===== src/rtl/soft_max_pkg.sv =====
// soft_max_pkg
//   Shared definitions for the softmax row sequencer:
//   - controller state encoding
//   - pass selector (denominator / numerator)
//   - info field bit positions and a helper that packs the low info bits
package soft_max_pkg;

   typedef enum logic [2:0] {
      ST_IDLE,
      ST_CLEAR,
      ST_DEN,
      ST_WAIT_SUM,
      ST_NUM,
      ST_DRAIN
   } state_t;

   typedef enum logic {
      PASS_DEN = 1'b0,
      PASS_NUM = 1'b1
   } pass_t;

   localparam int unsigned INFO_LAST_BIT = 15;
   localparam int unsigned INFO_IDX_MSB  = 14;
   localparam int unsigned INFO_TAG_LSB  = 16;

   // Low part of the info word: {last-chunk flag, chunk index}
   function automatic logic [INFO_TAG_LSB-1:0] info_low(
      input logic                  last,
      input logic [INFO_IDX_MSB:0] idx
   );
      return {last, idx};
   endfunction

endpackage


===== src/rtl/soft_max_chunk_issuer.sv =====
// soft_max_chunk_issuer
//   Walks row_len consecutive row-buffer addresses while i_en is high and
//   presents each returned chunk one cycle later on the denominator or
//   numerator bus, as selected by the pass bit. Shared by both passes.
//
// Ports
//   clk, rst        clock, synchronous active-high reset
//   i_en            issue one read per cycle while high; index restarts at 0
//                   whenever it is low
//   i_pass          pass of the reads being issued (den / num)
//   i_base, i_len   first address and chunk count of the row
//   i_tag           row identifier placed in the info field
//   i_rd_data       row buffer data, valid the cycle after a read
//   o_rd_en/addr    row buffer read strobe and address (wraps)
//   o_at_last       current index is the last chunk of the row
//   o_busy          a chunk is being presented this cycle
//   o_den_*/o_num_* chunk valids and data (data is 0 while valid is low)
//   o_info          {tag, last, index} of the presented chunk, 0 when idle
module soft_max_chunk_issuer
   import soft_max_pkg::*;
#(
   parameter int unsigned DATA_WIDTH = 16,
   parameter int unsigned DATA_NUM   = 4,
   parameter int unsigned INFO_WIDTH = 20,
   parameter int unsigned ADDR_WIDTH = 10,
   parameter int unsigned LEN_WIDTH  = 8
) (
   input  logic                             clk,
   input  logic                             rst,
   input  logic                             i_en,
   input  pass_t                            i_pass,
   input  logic [ADDR_WIDTH-1:0]            i_base,
   input  logic [LEN_WIDTH-1:0]             i_len,
   input  logic [INFO_WIDTH-INFO_TAG_LSB-1:0] i_tag,
   input  logic [DATA_NUM*DATA_WIDTH-1:0]   i_rd_data,
   output logic                             o_rd_en,
   output logic [ADDR_WIDTH-1:0]            o_rd_addr,
   output logic                             o_at_last,
   output logic                             o_busy,
   output logic                             o_den_vld,
   output logic                             o_num_vld,
   output logic [DATA_NUM*DATA_WIDTH-1:0]   o_den_data,
   output logic [DATA_NUM*DATA_WIDTH-1:0]   o_num_data,
   output logic [INFO_WIDTH-1:0]            o_info
);

   localparam int unsigned IDX_W = INFO_IDX_MSB + 1;

   logic [LEN_WIDTH-1:0] r_k;
   logic [LEN_WIDTH-1:0] r_idx;
   logic                 r_vld;
   logic                 r_last;
   pass_t                r_pass;

   logic                 w_at_last;

   assign w_at_last = (r_k == (i_len - LEN_WIDTH'(1)));
   assign o_at_last = w_at_last;
   assign o_rd_en   = i_en;
   assign o_rd_addr = i_base + ADDR_WIDTH'(r_k);
   assign o_busy    = r_vld;

   always_ff @(posedge clk) begin
      if (rst) begin
         r_k    <= '0;
         r_idx  <= '0;
         r_vld  <= 1'b0;
         r_last <= 1'b0;
         r_pass <= PASS_DEN;
      end else begin
         r_vld  <= i_en;
         r_pass <= i_pass;
         r_idx  <= r_k;
         // only the denominator pass marks its final chunk
         r_last <= i_en & w_at_last & (i_pass == PASS_DEN);
         if (i_en) begin
            r_k <= r_k + LEN_WIDTH'(1);
         end else begin
            r_k <= '0;
         end
      end
   end

   always_comb begin
      o_den_vld  = r_vld & (r_pass == PASS_DEN);
      o_num_vld  = r_vld & (r_pass == PASS_NUM);
      o_den_data = o_den_vld ? i_rd_data : '0;
      o_num_data = o_num_vld ? i_rd_data : '0;
      o_info     = r_vld ? {i_tag, info_low(r_last, IDX_W'(r_idx))} : '0;
   end

endmodule


===== src/rtl/soft_max_ctrl.sv =====
// soft_max_ctrl
//   Row sequencer for the softmax datapath. Per accepted row request it
//   clears the accumulator, streams the row once as denominator chunks,
//   waits for the denominator sum, streams it again as numerator chunks and
//   counts SOFT_MAX results until the whole row has come back.
//
// Ports
//   clk, rst              clock, synchronous active-high reset
//   start / start_rdy     row request handshake (accepted on start&start_rdy)
//   row_base/len/tag      first chunk address, chunk count (0 illegal), row id
//   rd_en/rd_addr/rd_data row buffer read port (data one cycle after rd_en)
//   sum_clear             one-cycle accumulator clear
//   denomintor_in_vld/_in denominator pass chunk stream
//   numerator_in_vld/_in  numerator pass chunk stream
//   soft_max_info_in      {row_tag, last-chunk flag, chunk index}
//   denomintor_sum_ok     denominator sum is ready
//   out_vld               one SOFT_MAX result returned
//   row_done              one-cycle row completion pulse
//   err                   sticky: sum timeout or zero-length request
module soft_max_ctrl
   import soft_max_pkg::*;
#(
   parameter int unsigned DATA_WIDTH = 16,
   parameter int unsigned DATA_NUM   = 4,
   parameter int unsigned INFO_WIDTH = 20,
   parameter int unsigned ADDR_WIDTH = 10,
   parameter int unsigned LEN_WIDTH  = 8,
   parameter int unsigned TIMEOUT    = 255
) (
   input  logic                           clk,
   input  logic                           rst,
   input  logic                           start,
   output logic                           start_rdy,
   input  logic [ADDR_WIDTH-1:0]          row_base,
   input  logic [LEN_WIDTH-1:0]           row_len,
   input  logic [INFO_WIDTH-17:0]         row_tag,
   output logic                           rd_en,
   output logic [ADDR_WIDTH-1:0]          rd_addr,
   input  logic [DATA_NUM*DATA_WIDTH-1:0] rd_data,
   output logic                           sum_clear,
   output logic                           denomintor_in_vld,
   output logic                           numerator_in_vld,
   output logic [DATA_NUM*DATA_WIDTH-1:0] denomintor_in,
   output logic [DATA_NUM*DATA_WIDTH-1:0] numerator_in,
   output logic [INFO_WIDTH-1:0]          soft_max_info_in,
   input  logic                           denomintor_sum_ok,
   input  logic                           out_vld,
   output logic                           row_done,
   output logic                           err
);

   localparam int unsigned WAIT_W = $clog2(TIMEOUT + 1);

   state_t                  r_state;
   state_t                  w_next;
   logic [ADDR_WIDTH-1:0]   r_base;
   logic [LEN_WIDTH-1:0]    r_len;
   logic [INFO_WIDTH-17:0]  r_tag;
   logic                    r_err;
   logic [WAIT_W-1:0]       r_wait;
   logic [LEN_WIDTH-1:0]    r_res_cnt;

   logic                    w_issue_en;
   pass_t                   w_pass;
   logic                    w_at_last;
   logic                    w_busy;
   logic                    w_wait_expired;

   // Issue enable derived from the state register only, so the next-state
   // logic can consume the issuer's last-index flag without a feedback path.
   assign w_issue_en     = (r_state == ST_DEN) || (r_state == ST_NUM);
   assign w_pass         = (r_state == ST_NUM) ? PASS_NUM : PASS_DEN;
   assign w_wait_expired = (r_wait == WAIT_W'(TIMEOUT - 1));
   assign err            = r_err;

   soft_max_chunk_issuer #(
      .DATA_WIDTH (DATA_WIDTH),
      .DATA_NUM   (DATA_NUM),
      .INFO_WIDTH (INFO_WIDTH),
      .ADDR_WIDTH (ADDR_WIDTH),
      .LEN_WIDTH  (LEN_WIDTH)
   ) u_issuer (
      .clk        (clk),
      .rst        (rst),
      .i_en       (w_issue_en),
      .i_pass     (w_pass),
      .i_base     (r_base),
      .i_len      (r_len),
      .i_tag      (r_tag),
      .i_rd_data  (rd_data),
      .o_rd_en    (rd_en),
      .o_rd_addr  (rd_addr),
      .o_at_last  (w_at_last),
      .o_busy     (w_busy),
      .o_den_vld  (denomintor_in_vld),
      .o_num_vld  (numerator_in_vld),
      .o_den_data (denomintor_in),
      .o_num_data (numerator_in),
      .o_info     (soft_max_info_in)
   );

   always_ff @(posedge clk) begin
      if (rst) begin
         r_state   <= ST_IDLE;
         r_base    <= '0;
         r_len     <= '0;
         r_tag     <= '0;
         r_err     <= 1'b0;
         r_wait    <= '0;
         r_res_cnt <= '0;
      end else begin
         r_state <= w_next;

         if ((r_state == ST_IDLE) && start) begin
            if (row_len == '0) begin
               r_err <= 1'b1;
            end else begin
               r_base <= row_base;
               r_len  <= row_len;
               r_tag  <= row_tag;
            end
         end

         if ((r_state == ST_WAIT_SUM) && !denomintor_sum_ok && w_wait_expired) begin
            r_err <= 1'b1;
         end

         if (r_state == ST_WAIT_SUM) begin
            r_wait <= r_wait + WAIT_W'(1);
         end else begin
            r_wait <= '0;
         end

         // NUM is only entered from WAIT_SUM, so clearing there starts the
         // result count exactly at NUM entry; earlier out_vld is ignored.
         if (r_state == ST_WAIT_SUM) begin
            r_res_cnt <= '0;
         end else if (((r_state == ST_NUM) || (r_state == ST_DRAIN)) && out_vld
                      && (r_res_cnt != r_len)) begin
            r_res_cnt <= r_res_cnt + LEN_WIDTH'(1);
         end
      end
   end

   always_comb begin
      w_next    = r_state;
      start_rdy = 1'b0;
      sum_clear = 1'b0;
      row_done  = 1'b0;
      case (r_state)
         ST_IDLE: begin
            start_rdy = 1'b1;
            if (start && (row_len != '0)) begin
               w_next = ST_CLEAR;
            end
         end
         ST_CLEAR: begin
            sum_clear = 1'b1;
            w_next    = ST_DEN;
         end
         ST_DEN: begin
            if (w_at_last) begin
               w_next = ST_WAIT_SUM;
            end
         end
         ST_WAIT_SUM: begin
            if (denomintor_sum_ok) begin
               w_next = ST_NUM;
            end else if (w_wait_expired) begin
               w_next = ST_IDLE;
            end
         end
         ST_NUM: begin
            if (w_at_last) begin
               w_next = ST_DRAIN;
            end
         end
         ST_DRAIN: begin
            // also wait for the final numerator chunk to leave the issuer
            if ((r_res_cnt == r_len) && !w_busy) begin
               row_done = 1'b1;
               w_next   = ST_IDLE;
            end
         end
         default: begin
            w_next = ST_IDLE;
         end
      endcase
   end

endmodule


===== config.mk =====
export PLATFORM = sky130hd
export DESIGN_NAME = soft_max_ctrl
export DESIGN_NICKNAME = d
export VERILOG_FILES = /design/src/rtl/soft_max_pkg.sv /design/src/rtl/soft_max_chunk_issuer.sv /design/src/rtl/soft_max_ctrl.sv
export SDC_FILE = /design/constraint.sdc
export NUM_CORES = 1
export LEC_CHECK = 0
export CORE_MARGIN = 1.5
export CORE_UTILIZATION = 41
export DETAILED_ROUTE_END_ITERATION = 8
export HOLD_SLACK_MARGIN = 0.12
export PLACE_DENSITY = 0.95
export SLEW_MARGIN = 20
export SYNTH_ARGS = -nofsm -noshare
export SYNTH_HDL_FRONTEND = slang
export SYNTH_SLANG_ARGS = --single-unit
export TNS_END_PERCENT = 30

===== constraint.sdc =====
create_clock -name clk -period 4 [get_ports clk]
set_input_delay 0.8 -clock clk [delete_from_list [all_inputs] [get_ports clk]]
set_output_delay 0.8 -clock clk [all_outputs]
set_load 0.05 [all_outputs]

==> reports/metrics.sh <==
OUTCOME='completed'
TIMING.CRITICAL_PATH.ARRIVAL_NS=2.85
SYNTHTOLAYOUTAREAGROWTH_PCT=62.5
DETAILROUTE.WIRELENGTH.MET2_UM=8210
CRIT_PATH_MAX_FANOUT=10
WORSTPATHBUFFERINVERTERCOUNT=1
CTS_SETUP_BUFFERS=0
DIE-HEIGHT_UM=104
SLOWEST_CELL_ON_CRIT_PATH='sky130_fd_sc_hd__clkdlybuf4s50_1'
YS_SEQ_AREA_FRAC=0.294
CRITPATHREQUIREDTIME_NS=3.20
LEAK_PWR_nW=3.01
POST-ROUTE-DRC-COUNT=0
CRITPATHLAUNCHTYPE='flop'
ANTENNA_FOUND_INITIAL=1
CLOCK_PATH_BUFFERS=2
OVERFLOW=0
MAXSLEWHEADROOM=0.332
SYNTH.CELL_AREA_UM2=4150
CLKTRANSATPATHREGS_NS=0.08
FINCLKSKEW_NS=0.00872
CTS_ROOT_BUF='sky130_fd_sc_hd__clkbuf_8'
NUMBER_OF_GLOBAL_ROUTE_VIAS_BEFORE_REPAIR=4574
TIMING.SETUP.CRITICAL_PATH_CLASS='flop to output port'
ENDPOINT_KIND='output port'
POWER_PER_CELL_AREA_nW_PER_UM2=349
DRIVE_ABOVE_1_SHARE=0.131
R2R_START='r_len[0]'
CAP_VIOLATIONS=0
ROUTE.MET3.WL_UM=1020
ROUTED_WIRE_LENGTH_PER_INSTANCE_UM=17.7
WORST_HOLD_STARTPOINT='r_tag[3]'
DIE-AREA_UM2=10700
MAX_STAGE_DELAY_NS=0.82
PORT-BUFFER-COUNT=248
POST-PLACE-WS_NS=0.546
WORST_SETUP_PATH_STARTPOINT='u_issuer.r_k[2]'
POST_DR_VIAS_CELL=5.19
DESIGN.FINAL.NETS=877
GRT_FIRST_PASS_WIRELENGTH_UM=25000
FIRST_ITER_VIOLATIONS=299
POSTSYNTHREGISTERBITS=61
UPPERMOST_METAL_LAYER_OCCUPIED_BY_SIGNAL_NETS='met4'
NUMPLACEDINSTANCES=894
DIE_WIDTH_UM=104
SYNTHESIS.YOSYS.WARNINGS=0
SYN_INST=547
FINALCRITPERIODSHARE=0.913
NUMBER_OF_SYNTHESIZED_FLOPS_WITH_AN_ENABLE_PIN=0
WL_MET1_UM=6560
UNREPAIRED_SETUP_ENDPOINTS_AFTER_GLOBAL_ROUTING='no'
MAX_CLOCK_FREQ_GHz=0.274
TIMING.CRITICAL_PATH.CELLS='ha_1 > nand2_1 > o211ai_1 > nand2_1 > o21ai_0 > xor2_1 > clkdlybuf4s50_1'
CTS.SINKS=61
FRACTION_OF_REGISTERS_WITH_ASYNC_SET_OR_RESET_AFTER_SYNTHESIS=0
TRANSITION_TIME_AT_THE_PIN_WITH_THE_LEAST_SLEW_MARGIN_NS=1.00
FINAL_CORE_DENSITY=0.690
PORTS=256
SETUP-VIOLATIONS-FINAL=0
DISTINCT_CELL_TYPE_COUNT_OF_THE_SYNTHESIZED_NETLIST=54
FINAL-INSTANCE-COUNT-EXCL-FILL=911
POSTSYNTHAREAPERCELL_UM2=7.58
ANT_NETS=0
ROUTABILITYCONGESTION=0.991
VDD_DROP_MAX_V=0.000390
CTS.REPAIR.RESIZED=0
PLACEABLECOREAREA_UM2=9770
WHS_NS=0.453
DETAIL_ROUTE.FIRST_PASS.ITERATIONS=4
FP-ROW-COUNT=36
CLOCK_TREE_FROM_TRITONCTS='done'
FF2FF_SETUP_SLACK_NS=1.90
INSERTION_DELAY_NS=0.36
MIN_PERIOD_NS=3.65
TIMING.FINAL.HOLD_VIOLATIONS=0
DETAILROUTE.VIA_COUNT=4725
WIRELENGTH_UM=16100
SETUP_SLACK_NS=0.349
HPWLAFTERDP_UM=12700
AGGREGATE_GLOBAL_ROUTE_RESOURCE_USAGE=0.293
TIMING.FINAL.MAX_SLEW_VIOLATIONS=0
CRIT_TOP_CELL='sky130_fd_sc_hd__nand2_1'
HOLD_CLASS='flop to flop'
LARGEST_NET_DEGREE_AT_THE_START_OF_GLOBAL_ROUTING=67
YOSYS_MOST_USED_DFF='sky130_fd_sc_hd__dfxtp_1'
FLOORPLAN.INITIALDENSITY=0.424
CRIT_FAMILY='buffers and inverters'
CTS.HOLD.BUFFERS_ADDED=0
HTREE_LEVELS=3
TRITONCTS.NUM_BUFFERS=9
SETUP-TNS-FINAL_NS=0
[sequential cells by signal, summed over array words and instances, names as in the netlist]
name,flops
u_issuer.r_idx,8
u_issuer.r_k,8
r_res_cnt,8
r_state,3
err,1
r_tag,4
u_issuer.o_busy,1
r_len,8
r_base,10
u_issuer.r_last,1
r_wait,8
u_issuer.r_pass,1
[cell type report]
class	count	area (um2)
flip-flops and latches	61	1220
inverters	12	45.0
well taps	133	166
multi-input cells	434	2690
fillers	755	3030
diodes	1	2.50
repair buffers	254	2370
clock inverters	7	124
clock buffers	9	124
[path summary, 6_finish.rpt]
kind | end | depth (start not counted)
worst max-delay path | rd_addr[9] | 7
worst min-delay path | r_tag[3] | 2
worst max register to register | r_state[0] | 7
worst min register to register | r_tag[3] | 2
[worst register-to-register path, delay by kind of cell, from the launching register on]
family	cells	cell delay, ns
AOI/OAI and AO/OA	5	1.13
buffers and inverters	1	0.10
adders and majority gates	1	0.27
DFF	1	0.50
[through the flow]
stage,total power [W],area [um2]
after global placement,0.00165,6480
final,0.00235,6740
after global routing,0.00245,6740
after CTS,0.00236,6730
after detailed placement,0.00168,6480
after floorplan,0.00135,4170
[per-layer routing]
metal | global-route usage | up-vias
met2 | 0.519 | 219
met3 | 0.0529 | 33
met1 | 0.355 | 2205
met4 | 0.102 | 0
met5 | 0 | -
li1 | - | 2268
[where the power goes]
group / leakage (nW) / switching [W] / internal, W / total (W)
combinational: 2.40 / 0.000601 / 0.000346 / 0.000947
clock: 0.120 / 0.000265 / 0.000416 / 0.000681
sequential: 0.496 / 0.0000760 / 0.000648 / 0.000724
[kinds of logic after synthesis]
group | synth area share
multiplexers | 0.00483
buffers and inverters | 0.0670
flip-flops | 0.294
AND/OR/NAND/NOR | 0.407
adder cells (fa/ha/maj) | 0.0440
XOR/XNOR | 0.0923
other | 0.000904
AO/OA/AOI/OAI | 0.0893
[cell usage after synthesis, drive strengths merged (3+ instances only)]
master | count | area [um2]
ha | 13 | 163
dfxtp | 61 | 1220
nand2b | 4 | 25.0
xnor2 | 22 | 193
and2 | 80 | 500
and3 | 69 | 432
nor2b | 8 | 50.1
a31oi | 3 | 18.8
nand3 | 15 | 75.1
nor3 | 11 | 60.1
nor4 | 4 | 37.5
clkbuf | 32 | 140
nand3b | 5 | 37.5
inv | 12 | 45.0
or3 | 4 | 25.0
a21oi | 32 | 164
xor2 | 20 | 190
nor2 | 45 | 169
nand2 | 59 | 221
buf | 14 | 92.6
o21ai | 4 | 20.0
[layout by cell type (no fill, tap or decap), drive strengths merged, types with 8 or more instances in the layout]
master	instances
clkdlybuf4s50	181
and2	80
buf	71
and3	69
dfxtp	61
nand2	59
nor2	45
a21oi	32
xnor2	22
xor2	20
nand3	15
ha	13
inv	12
nor3	11
clkbuf	9
nor2b	8
Power figures use the tool's default switching activity.
